<file path="src/rtl/uart_tx_fifo.sv">
// rtl/uart_tx_fifo.sv - transmit word FIFO feeding the UART transmitter
// Buffers host words and launches them one at a time, holding each until the transmitter reports done.
module uart_tx_fifo #(
  parameter int DEPTH  = 16,
  parameter int DATA_W = 32,
  parameter int CNT_W  = $clog2(DEPTH) + 1
) (
  input  logic              clk,
  input  logic              rst,
  input  logic              wr_en_i,
  input  logic [DATA_W-1:0] wr_data_i,
  input  logic              flush_i,
  input  logic              clr_overflow_i,
  input  logic              tx_done_i,
  output logic [DATA_W-1:0] tx_data_o,
  output logic              start_tx_o,
  output logic              busy_o,
  output logic              full_o,
  output logic              empty_o,
  output logic [CNT_W-1:0]  count_o,
  output logic              overflow_o
);

  localparam int AW = $clog2(DEPTH);

  localparam logic [0:0] IDLE      = 1'b0;
  localparam logic [0:0] WAIT_DONE = 1'b1;

  logic [DATA_W-1:0] mem [DEPTH];
  logic [AW-1:0]     wr_ptr;
  logic [AW-1:0]     rd_ptr;
  logic [0:0]        state;
  logic              push;
  logic              pop;
  logic              drop;

  assign full_o  = (count_o == CNT_W'(DEPTH));
  assign empty_o = (count_o == '0);

  // Flush outranks both the host write and the launch of a new character.
  assign push = wr_en_i && !full_o && !flush_i;
  assign pop  = (state == IDLE) && !empty_o && !flush_i;
  assign drop = wr_en_i && full_o && !flush_i;

  always_ff @(posedge clk) begin
    if (push) begin
      mem[wr_ptr] <= wr_data_i;
    end
  end

  always_ff @(posedge clk) begin
    if (rst) begin
      wr_ptr  <= '0;
      rd_ptr  <= '0;
      count_o <= '0;
    end else if (flush_i) begin
      wr_ptr  <= '0;
      rd_ptr  <= '0;
      count_o <= '0;
    end else begin
      if (push) begin
        wr_ptr <= wr_ptr + AW'(1);
      end
      if (pop) begin
        rd_ptr <= rd_ptr + AW'(1);
      end
      case ({push, pop})
        2'b10:   count_o <= count_o + CNT_W'(1);
        2'b01:   count_o <= count_o - CNT_W'(1);
        default: count_o <= count_o;
      endcase
    end
  end

  // A dropped write in the same cycle as a clear keeps the flag set.
  always_ff @(posedge clk) begin
    if (rst) begin
      overflow_o <= 1'b0;
    end else if (drop) begin
      overflow_o <= 1'b1;
    end else if (clr_overflow_i) begin
      overflow_o <= 1'b0;
    end
  end

  always_ff @(posedge clk) begin
    if (rst) begin
      state      <= IDLE;
      tx_data_o  <= '0;
      start_tx_o <= 1'b0;
      busy_o     <= 1'b0;
    end else begin
      start_tx_o <= 1'b0;
      case (state)
        IDLE: begin
          if (pop) begin
            tx_data_o  <= mem[rd_ptr];
            start_tx_o <= 1'b1;
            busy_o     <= 1'b1;
            state      <= WAIT_DONE;
          end
        end
        WAIT_DONE: begin
          if (tx_done_i) begin
            busy_o <= 1'b0;
            state  <= IDLE;
          end
        end
        default: state <= IDLE;
      endcase
    end
  end

endmodule

</file>
<file path="config.mk">
export PLATFORM = sky130hd
export DESIGN_NAME = uart_tx_fifo
export DESIGN_NICKNAME = d
export VERILOG_FILES = /design/src/rtl/uart_tx_fifo.sv
export SDC_FILE = /design/constraint.sdc
export NUM_CORES = 1
export LEC_CHECK = 0
export ABC_AREA = 1
export BUFFER_PORTS_ARGS = -buffer_cell sky130_fd_sc_hd__buf_2
export CAP_MARGIN = 15
export CELL_PAD_IN_SITES_DETAIL_PLACEMENT = 0
export CELL_PAD_IN_SITES_GLOBAL_PLACEMENT = 1
export CORE_MARGIN = 4
export CORE_UTILIZATION = 40
export DETAILED_ROUTE_END_ITERATION = 6
export GPL_TIMING_DRIVEN = 0
export PLACE_DENSITY_LB_ADDON = 0.05
export SYNTH_ARGS = -nofsm -noshare
export SYNTH_HDL_FRONTEND = slang
export SYNTH_SLANG_ARGS = --single-unit
</file>
<file path="constraint.sdc">
create_clock -name clk -period 3.5 [get_ports clk]
set_input_delay 0.7 -clock clk [delete_from_list [all_inputs] [get_ports clk]]
set_output_delay 0.7 -clock clk [all_outputs]
set_load 0.1 [all_outputs]
</file>
==> out/results.ini, run 1 <==
[min_path]
holdCritPathClass = in -> reg
min_from = tx_done_i
whs_endpoint = state$_SDFF_PP0_
min_delay_path_depth = 2

[finish]
final_common_cell = nand2_1
final_core_util_pct = 46.96
syn2layout_area_growth_pct = 16.20
drive_gt1_share_pct = 11.82
fin_nets = 2525
design_area_sq_mm = 0.02772
diodes = 0
layout_common_cells = 892 x nand2_1, 512 x edfxtp_1, 358 x nand3_1

[detailed_routing]
routed_wl_microns = 79570
vias = 16680
drt_iter0_drc = 1651
avgRoutedWirePerCell_microns = 24.10
detail-route-antenna-nets = 0
drtPass1Iterations = 5
route.detailed.drc = 0
viasPerCell = 5.052

[clocking]
cts_sinks = 561
cts_tree = built
cts_setup_buffers = 0
clkTransAtPathRegs_ns = 0.06
root_buffer = clkbuf_16
htreeDepth = 2
cts_buffer_depth = 3
clkLatencyLatePin_ns = 0.63
cts_resized = 0
postCtsHoldBufs = 0
cts_buffers = 61

[status]
status = finished, final reports clean

[timing]
hold_viol = 0
slew_headroom_pct = 17.21
skew_ns = 0.02046
min_period_ns = 2.795
setup_violations = 0
finalCritPeriodShare_pct = 79.84
tightest_slew_ns = 1.242
rsz0062_at_grt = false
max_freq_mhz = 357.8
slew_violations = 0

[placed_design]
finalWeightedCongestion = 0.7961
place_area_sq_mm = 0.02580
dpl.hpwl_microns = 49930
portBuffers = 79

[setup_path]
critical_path_class = reg -> reg
critPathMaxStageDelay_ns = 0.40
worstSetupPathDepth = 17
worst-path-buf-inv = 5
arrival_ns = 3.29
slowest_stage = fa_1
reg2reg_slack_ns = 0.71
startpoint_type = flip-flop
crit_path_end_kind = flip-flop
path_max_fanout = 10
path_cells = inv_1 -> nand4_2 -> nand2_2 -> nor2_2 -> buf_4 -> buf_6 -> ha_1 -> inv_1 -> fa_1 -> inv_1 -> nand2_1 -> a21oi_1 -> nor2_1 -> nand2_1 -> nand2_1 -> nand2_1 -> a21oi_1
reg2reg_depth = 17
r2r-start = count_o[1]$_SDFFE_PP0P_
r2r-end = count_o[4]$_SDFFE_PP0P_
cpMostUsedCell = nand2_1
critical_path.top_delay_family = buffers and inverters
cp_data_required_time_ns = 3.99

[logic_synthesis]
syn_inst = 2311
syn_area_sq_mm = 0.02385
avgSynthCellArea_sq_um = 10.32
ys_warn_count = 0
ys_seq_area_share_pct = 68.58
syn_nets = 2359
ys_ff_latch = 561
synth.distinct_cells = 27

[global_routing]
grt_max_degree = 20
grt_usage_pct = 24.68
grt_pass1_wl_microns = 111800
first_global_vias = 15790
antenna_found_initial = 0
overflow = 0

[floorplan]
die_h_microns = 252.2
io_pins = 80
die_area_sq_mm = 0.06360
die_x_microns = 252.2
core.rowCount = 89
initial_core_util_pct = 40.41
core_area_sq_mm = 0.05902

[pwr]
powerDensity_mw_per_mm2 = 557.1
p_leak_nw = 11.78
peakVddDrop_mv = 0.3747

[run]
cap_viol_max_count = 0

[logic make-up (layout without fill, tap and decap cells)]
| group | after synthesis | count (layout) | share of synthesized area, % |
|---|---|---|---|
| compound gates | 23 | 23 | 0.5036 |
| xor+xnor | 6 | 6 | 0.2203 |
| fa+ha+maj | 10 | 10 | 0.5561 |
| buf+inv | 434 | 652 | 8.089 |
| flops | 561 | 561 | 68.58 |
| simple gates | 1277 | 1277 | 22.05 |
[per-stage QoR]
stage / power, mW / setup slack [ns] / cells / TNS (ns) / hold slack (ns)
final: 15.44 / 0.7055 / 3302 / 0 / 0.2889
after global routing: 15.93 / 0.4319 / 3302 / 0 / 0.2862
after global placement: 9.349 / -2.347 / 3163 / -931.83 / 0.4499
after CTS: 15.53 / 0.7053 / 3301 / 0 / 0.2566
after detailed placement: 9.372 / 0.4419 / 3186 / 0 / 0.4612
after floorplan: 8.799 / -0.07407 / 2311 / -30.12 / 0.4686
[layer usage]
metal | vias to the layer above | global-route usage, % | routed length [microns]
met1 | 8171 | 34.78 | 35310
met2 | 555 | 39.56 | 36540
li1 | 7833 | - | -
met4 | 0 | 7.078 | 2166
met3 | 124 | 4.487 | 5560
met5 | - | 0 | 0
[cells in the mapped netlist]
| master | n | area [sq um] |
|---|---|---|
| a21oi_1 | 14 | 70.07 |
| buf_1 | 8 | 30.03 |
| buf_2 | 55 | 275.3 |
| buf_4 | 16 | 120.1 |
| buf_6 | 21 | 236.5 |
| buf_8 | 1 | 15.01 |
| clkbuf_1 | 16 | 60.06 |
| clkinv_1 | 1 | 3.750 |
| dfxtp_1 | 49 | 980.9 |
| edfxtp_1 | 512 | 15370 |
| fa_1 | 1 | 20.02 |
| ha_1 | 9 | 112.6 |
| inv_1 | 313 | 1175 |
| inv_2 | 2 | 7.510 |
| inv_4 | 1 | 6.260 |
| nand2_1 | 892 | 3348 |
| nand2_2 | 2 | 12.51 |
| nand3_1 | 358 | 1792 |
| nand4_1 | 1 | 6.260 |
| nand4_2 | 1 | 12.51 |
| nor2_1 | 22 | 82.58 |
| nor2_2 | 1 | 6.260 |
| o21ai_0 | 7 | 35.03 |
| o21bai_1 | 1 | 7.510 |
| o31ai_1 | 1 | 7.510 |
| xnor2_1 | 1 | 8.760 |
| xor2_1 | 5 | 43.79 |
[state kept, by name, summed over array words and instances, names as in the netlist]
signal      cells
wr_ptr          4
overflow_o      1
busy_o          1
rd_ptr          4
tx_data_o      32
state           1
start_tx_o      1
count_o         5
mem           512
[how the worst max path moves through the flow]
stage,end,slack [ns],from
floorplan,mem[11][0]$_DFFE_PP_,-0.07,count_o[1]$_SDFFE_PP0P_
finish,count_o[4]$_SDFFE_PP0P_,0.71,count_o[1]$_SDFFE_PP0P_
global placement,mem[12][23]$_DFFE_PP_,-2.35,flush_i
global route,count_o[4]$_SDFFE_PP0P_,0.43,count_o[1]$_SDFFE_PP0P_
detailed placement,mem[10][21]$_DFFE_PP_,0.44,flush_i
CTS,count_o[4]$_SDFFE_PP0P_,0.71,count_o[1]$_SDFFE_PP0P_
[area by class of cell]
type                            count  area [sq um]
Tap cell                          773         967.2
Buffer                            117         737.0
Timing Repair Buffer              103         878.3
Inverter                          317          1192
Clock buffer                       92          1745
Multi-Input combinational cell   1316          5685
Clock inverter                     23         153.9
Fill cell                        5456         31300
Sequential cell                   561         16360
[report_power, final]
part	total (mW)	internal [mW]	switching, mW
Clock	6.22	3.56	2.65
Sequential	7.45	7.40	0.0439
Combinational	1.78	0.387	1.39
Total	15.4	11.4	4.09
Power figures use the tool's default switching activity.
==> run 2: changes to the inputs <==
--- a/config.mk
+++ b/config.mk
@@ -5,7 +5,7 @@
 export SDC_FILE = /design/constraint.sdc
 export NUM_CORES = 1
 export LEC_CHECK = 0
-export ABC_AREA = 1
+export ABC_AREA = 0
 export BUFFER_PORTS_ARGS = -buffer_cell sky130_fd_sc_hd__buf_2
 export CAP_MARGIN = 15
 export CELL_PAD_IN_SITES_DETAIL_PLACEMENT = 0
==> constraint.sdc (replaced) <==
create_clock -name clk -period 2.9 [get_ports clk]
set_input_delay 0.58 -clock clk [delete_from_list [all_inputs] [get_ports clk]]
set_output_delay 0.58 -clock clk [all_outputs]
set_load 0.1 [all_outputs]
==> run 2 against run 1 <==
  * Critical path depth is 13 lower
  * Global-route usage is 4.9 points lower
  * Routed wire length is 28% lower
  * First-iteration DRC count is 55% lower
  * Clock skew is 0.00079 ns lower
  * Die area is 9.1% lower
  * Synthesized area is 9.4% lower
  * Setup slack worse by 0.58 ns
  * Via count is 32% lower
  * Critical endpoint is now empty_o
  * Largest power group unchanged
==> out/results.ini, run 2 <==
[status]
status = finished, final reports clean

[logic_synthesis]
syn_area_sq_mm = 0.02161  ; -9.4%
ys_seq_area_share_pct = 75.68  ; +7.1 points
syn_inst = 1153  ; -50%
synth.distinct_cells = 46  ; +70%
ys_ff_latch = 561  ; unchanged
ys_warn_count = 0  ; unchanged
synthFlopType = edfxtp_1
async_reset_ff_share_pct = 0  ; unchanged
syn_nets = 1201  ; -49%
yosysMostFrequentCell = edfxtp_1
synth_commonest_cells = 512 x edfxtp_1, 125 x mux2i_1, 69 x a21oi_1
ys_top_cells_by_area = edfxtp_1 71%, mux4_2 6.6%, mux2i_1 5.8%
netlist.top_cell.by_area = edfxtp_1
avgSynthCellArea_sq_um = 18.74  ; +82%
synth_edf_count = 512  ; unchanged
synth_top_area_share_pct = 71.14  ; +6.7 points

[finish]
syn2layout_area_growth_pct = 18.09
final_common_cell = edfxtp_1
fin_nets = 1367  ; -46%
top_regs = mem x512, tx_data_o x32, count_o x5
drive_gt1_share_pct = 24.69  ; +13 points
fin_cells = 2057  ; -38%
design_area_sq_mm = 0.02552  ; -7.9%
largest_reg_flops = 512  ; unchanged
diodes = 0  ; unchanged
regMostFlops = mem
layout_common_cells = 512 x edfxtp_1, 125 x mux2i_1, 98 x buf_2

[timing]
tightest_slew_ns = 1.175  ; -0.06647 ns
max_freq_mhz = 359.8
slew_violations = 0  ; unchanged
slew_headroom_pct = 21.65  ; +4.4 points
finalCritPeriodShare_pct = 95.84
setup_violations = 0  ; unchanged
skew_ns = 0.01967  ; -0.0007921 ns
min_period_ns = 2.779
hold_viol = 0  ; unchanged
rsz0062_at_grt = false

[detailed_routing]
viasPerCell = 5.484  ; +8.5%
route.detailed.drc = 0  ; unchanged
avgRoutedWirePerCell_microns = 27.69  ; +15%
drtPass1Iterations = 5  ; unchanged
vias = 11280  ; -32%
detail-route-antenna-nets = 0  ; unchanged
routed_wl_microns = 56960  ; -28%
drt_iter0_drc = 741  ; -55%

[floorplan]
initial_core_util_pct = 40.72  ; +0.31 points
die_h_microns = 240.4  ; -4.7%
io_pins = 80  ; unchanged
core_area_sq_mm = 0.05308  ; -10%
die_x_microns = 240.4  ; -4.7%
core.rowCount = 84  ; -5.6%
die_area_sq_mm = 0.05781  ; -9.1%

[placed_design]
dpl.hpwl_microns = 36430  ; -27%
portBuffers = 79  ; unchanged
place_area_sq_mm = 0.02351  ; -8.9%
finalWeightedCongestion = 0.7324  ; -8.0%
placed_cells = 1942  ; -39%

[setup_path]
critical_path.top_delay_family = buffers and inverters
crit_path_end_kind = output pin
arrival_ns = 2.20  ; -1.09 ns
worstSetupPathDepth = 4  ; -13
reg2reg_depth = 6  ; -11
critical_path_class = reg -> out
path_cells = nor4_4 -> buf_4 -> and2_1 -> buf_2
worst-path-buf-inv = 2  ; -3
startpoint_type = flip-flop
reg2reg_slack_ns = 0.13  ; -0.58 ns
r2r-end = tx_data_o[4]$_SDFFE_PP0P_
cp_data_required_time_ns = 2.32  ; -1.67 ns
slowest_stage = buf_2
critPathMaxStageDelay_ns = 0.48  ; +0.08 ns
path_max_fanout = 4  ; -6
r2r-start = rd_ptr[3]$_SDFFE_PP0P_

[global_routing]
antenna_found_initial = 0  ; unchanged
first_global_vias = 11520  ; -27%
grt_max_degree = 21  ; +5.0%
overflow = 0  ; unchanged
grt_pass1_wl_microns = 81490  ; -27%
grt_usage_pct = 19.77  ; -4.9 points

[pwr]
powerDensity_mw_per_mm2 = 671.4  ; +21%
netSwitchingFraction_pct = 21.19  ; -5.3 points
power_frac_comb_pct = 4.1  ; -7.4 points
p_switching_mw = 3.630  ; -11%
seqPwrFrac_pct = 51.9  ; +3.7 points
peakVddDrop_mv = 0.4620  ; +23%
clock_power_share_pct = 43.9  ; +3.6 points
p_leak_nw = 7.971  ; -32%
p_int_mw = 13.50  ; +19%

[clocking]
postCtsHoldBufs = 0  ; unchanged
cts_buffer_depth = 3  ; unchanged
cts_buffers = 61  ; unchanged
clkTransAtPathRegs_ns = 0.06  ; about the same
htreeDepth = 2  ; unchanged
root_buffer = clkbuf_16
cts_tree = built
cts_sinks = 561  ; unchanged
clkLatencyLatePin_ns = 0.62  ; about the same

[min_path]
min_from = rst
min_delay_path_depth = 2  ; unchanged
holdCritPathClass = in -> reg
whs_endpoint = state$_SDFF_PP0_

[run]
cap_viol_max_count = 0  ; unchanged

==> run 2: changes by cell type in the layout (fill, tap and decap cells not counted), sizes merged, moves of 19 or more <==
cell	delta
mux2i	+125
a21oi	+55
a211oi	+24
mux4	+64
buf	-60
nand3	-354
a31oi	+19
nor2b	+20
inv	-305
nand2	-874
==> run 2: cell type report <==
cell class / count / area (sq um)
inverters: 11 / 41.29
repair buffers: 103 / 888.4
multi-input cells: 514 / 4999
plain buffers: 67 / 410.4
clock buffers: 90 / 1728
well taps: 688 / 860.8
clock inverters: 23 / 220.2
fillers: 4492 / 27550
flip-flops and latches: 561 / 16370
==> run 2: cells by family (layout without fill, tap and decap cells) <==
| kind of cell | Yosys count | in the layout | share of synthesized area [%] |
|---|---|---|---|
| AOI/OAI and AO/OA | 190 | 190 | 5.882 |
| buffers and inverters | 78 | 294 | 2.015 |
| and+or+nand+nor | 104 | 104 | 2.333 |
| adders and majority gates | 10 | 10 | 0.6137 |
| muxes | 202 | 202 | 13.15 |
| xor gates and xnor gates | 8 | 8 | 0.3242 |
| DFF | 561 | 561 | 75.68 |
==> run 2: timing repair <==
action / 4_1_cts / 5_1_grt
endpoints found under the setup margin: 5 / 1
resized for setup: 3 / 8
buffers inserted: 1 / 1
pin swaps: 1 / 1
==> run 2: power groups by stage <==
stage	clock, mW	combinational (mW)	sequential [mW]
global placement	0	0.690	9.07
CTS	7.71	0.715	8.90
detailed placement	0	0.711	9.07
floorplan	0	0.239	9.26
global route	8.05	0.758	8.90
finish	7.53	0.710	8.90
==> run 2: layer usage <==
metal | global-route usage, % | wire (microns) | vias to the layer above
met5 | 0 | 0 | -
met3 | 2.604 | 2358 | 76
met1 | 27.71 | 25550 | 5952
li1 | - | - | 5005
met2 | 32.86 | 27690 | 247
met4 | 5.439 | 1356 | 0
==> run 2: worst reg2reg max path: stages (launching register included) <==
cell and delay, ns:
dfxtp_1 0.30, buf_2 0.21, buf_1 0.67, clkbuf_1 0.60, a32oi_1 0.21, a31oi_1 0.52, a21oi_1 0.14
==> run 2: how the worst max path moves through the flow <==
stage | slack, ns | endpoint | from
finish | 0.12 | empty_o | count_o[3]$_SDFFE_PP0P_
global route | 0.02 | count_o[4]$_SDFFE_PP0P_ | count_o[1]$_SDFFE_PP0P_
CTS | 0.01 | count_o[4]$_SDFFE_PP0P_ | count_o[0]$_SDFFE_PP0P_
detailed placement | -0.77 | count_o[4]$_SDFFE_PP0P_ | flush_i
global placement | -2.59 | mem[10][23]$_DFFE_PP_ | flush_i
floorplan | -0.11 | mem[12][0]$_DFFE_PP_ | wr_en_i
==> run 2: metrics by stage <==
step | setup TNS [ns] | setup slack, ns | util (%) | hold WS, ns | power (mW)
after floorplan | -31.22 | -0.1110 | - | 0.5538 | 9.500
after global placement | -1069.12 | -2.591 | 43.19 | 0.4720 | 9.758
after detailed placement | -12.89 | -0.7722 | 44.29 | 0.4804 | 9.778
after CTS | 0 | 0.01167 | 48.01 | 0.1566 | 17.32
after global routing | 0 | 0.01993 | 48.09 | 0.1845 | 17.71
final | 0 | 0.1207 | 48.09 | 0.1921 | 17.13
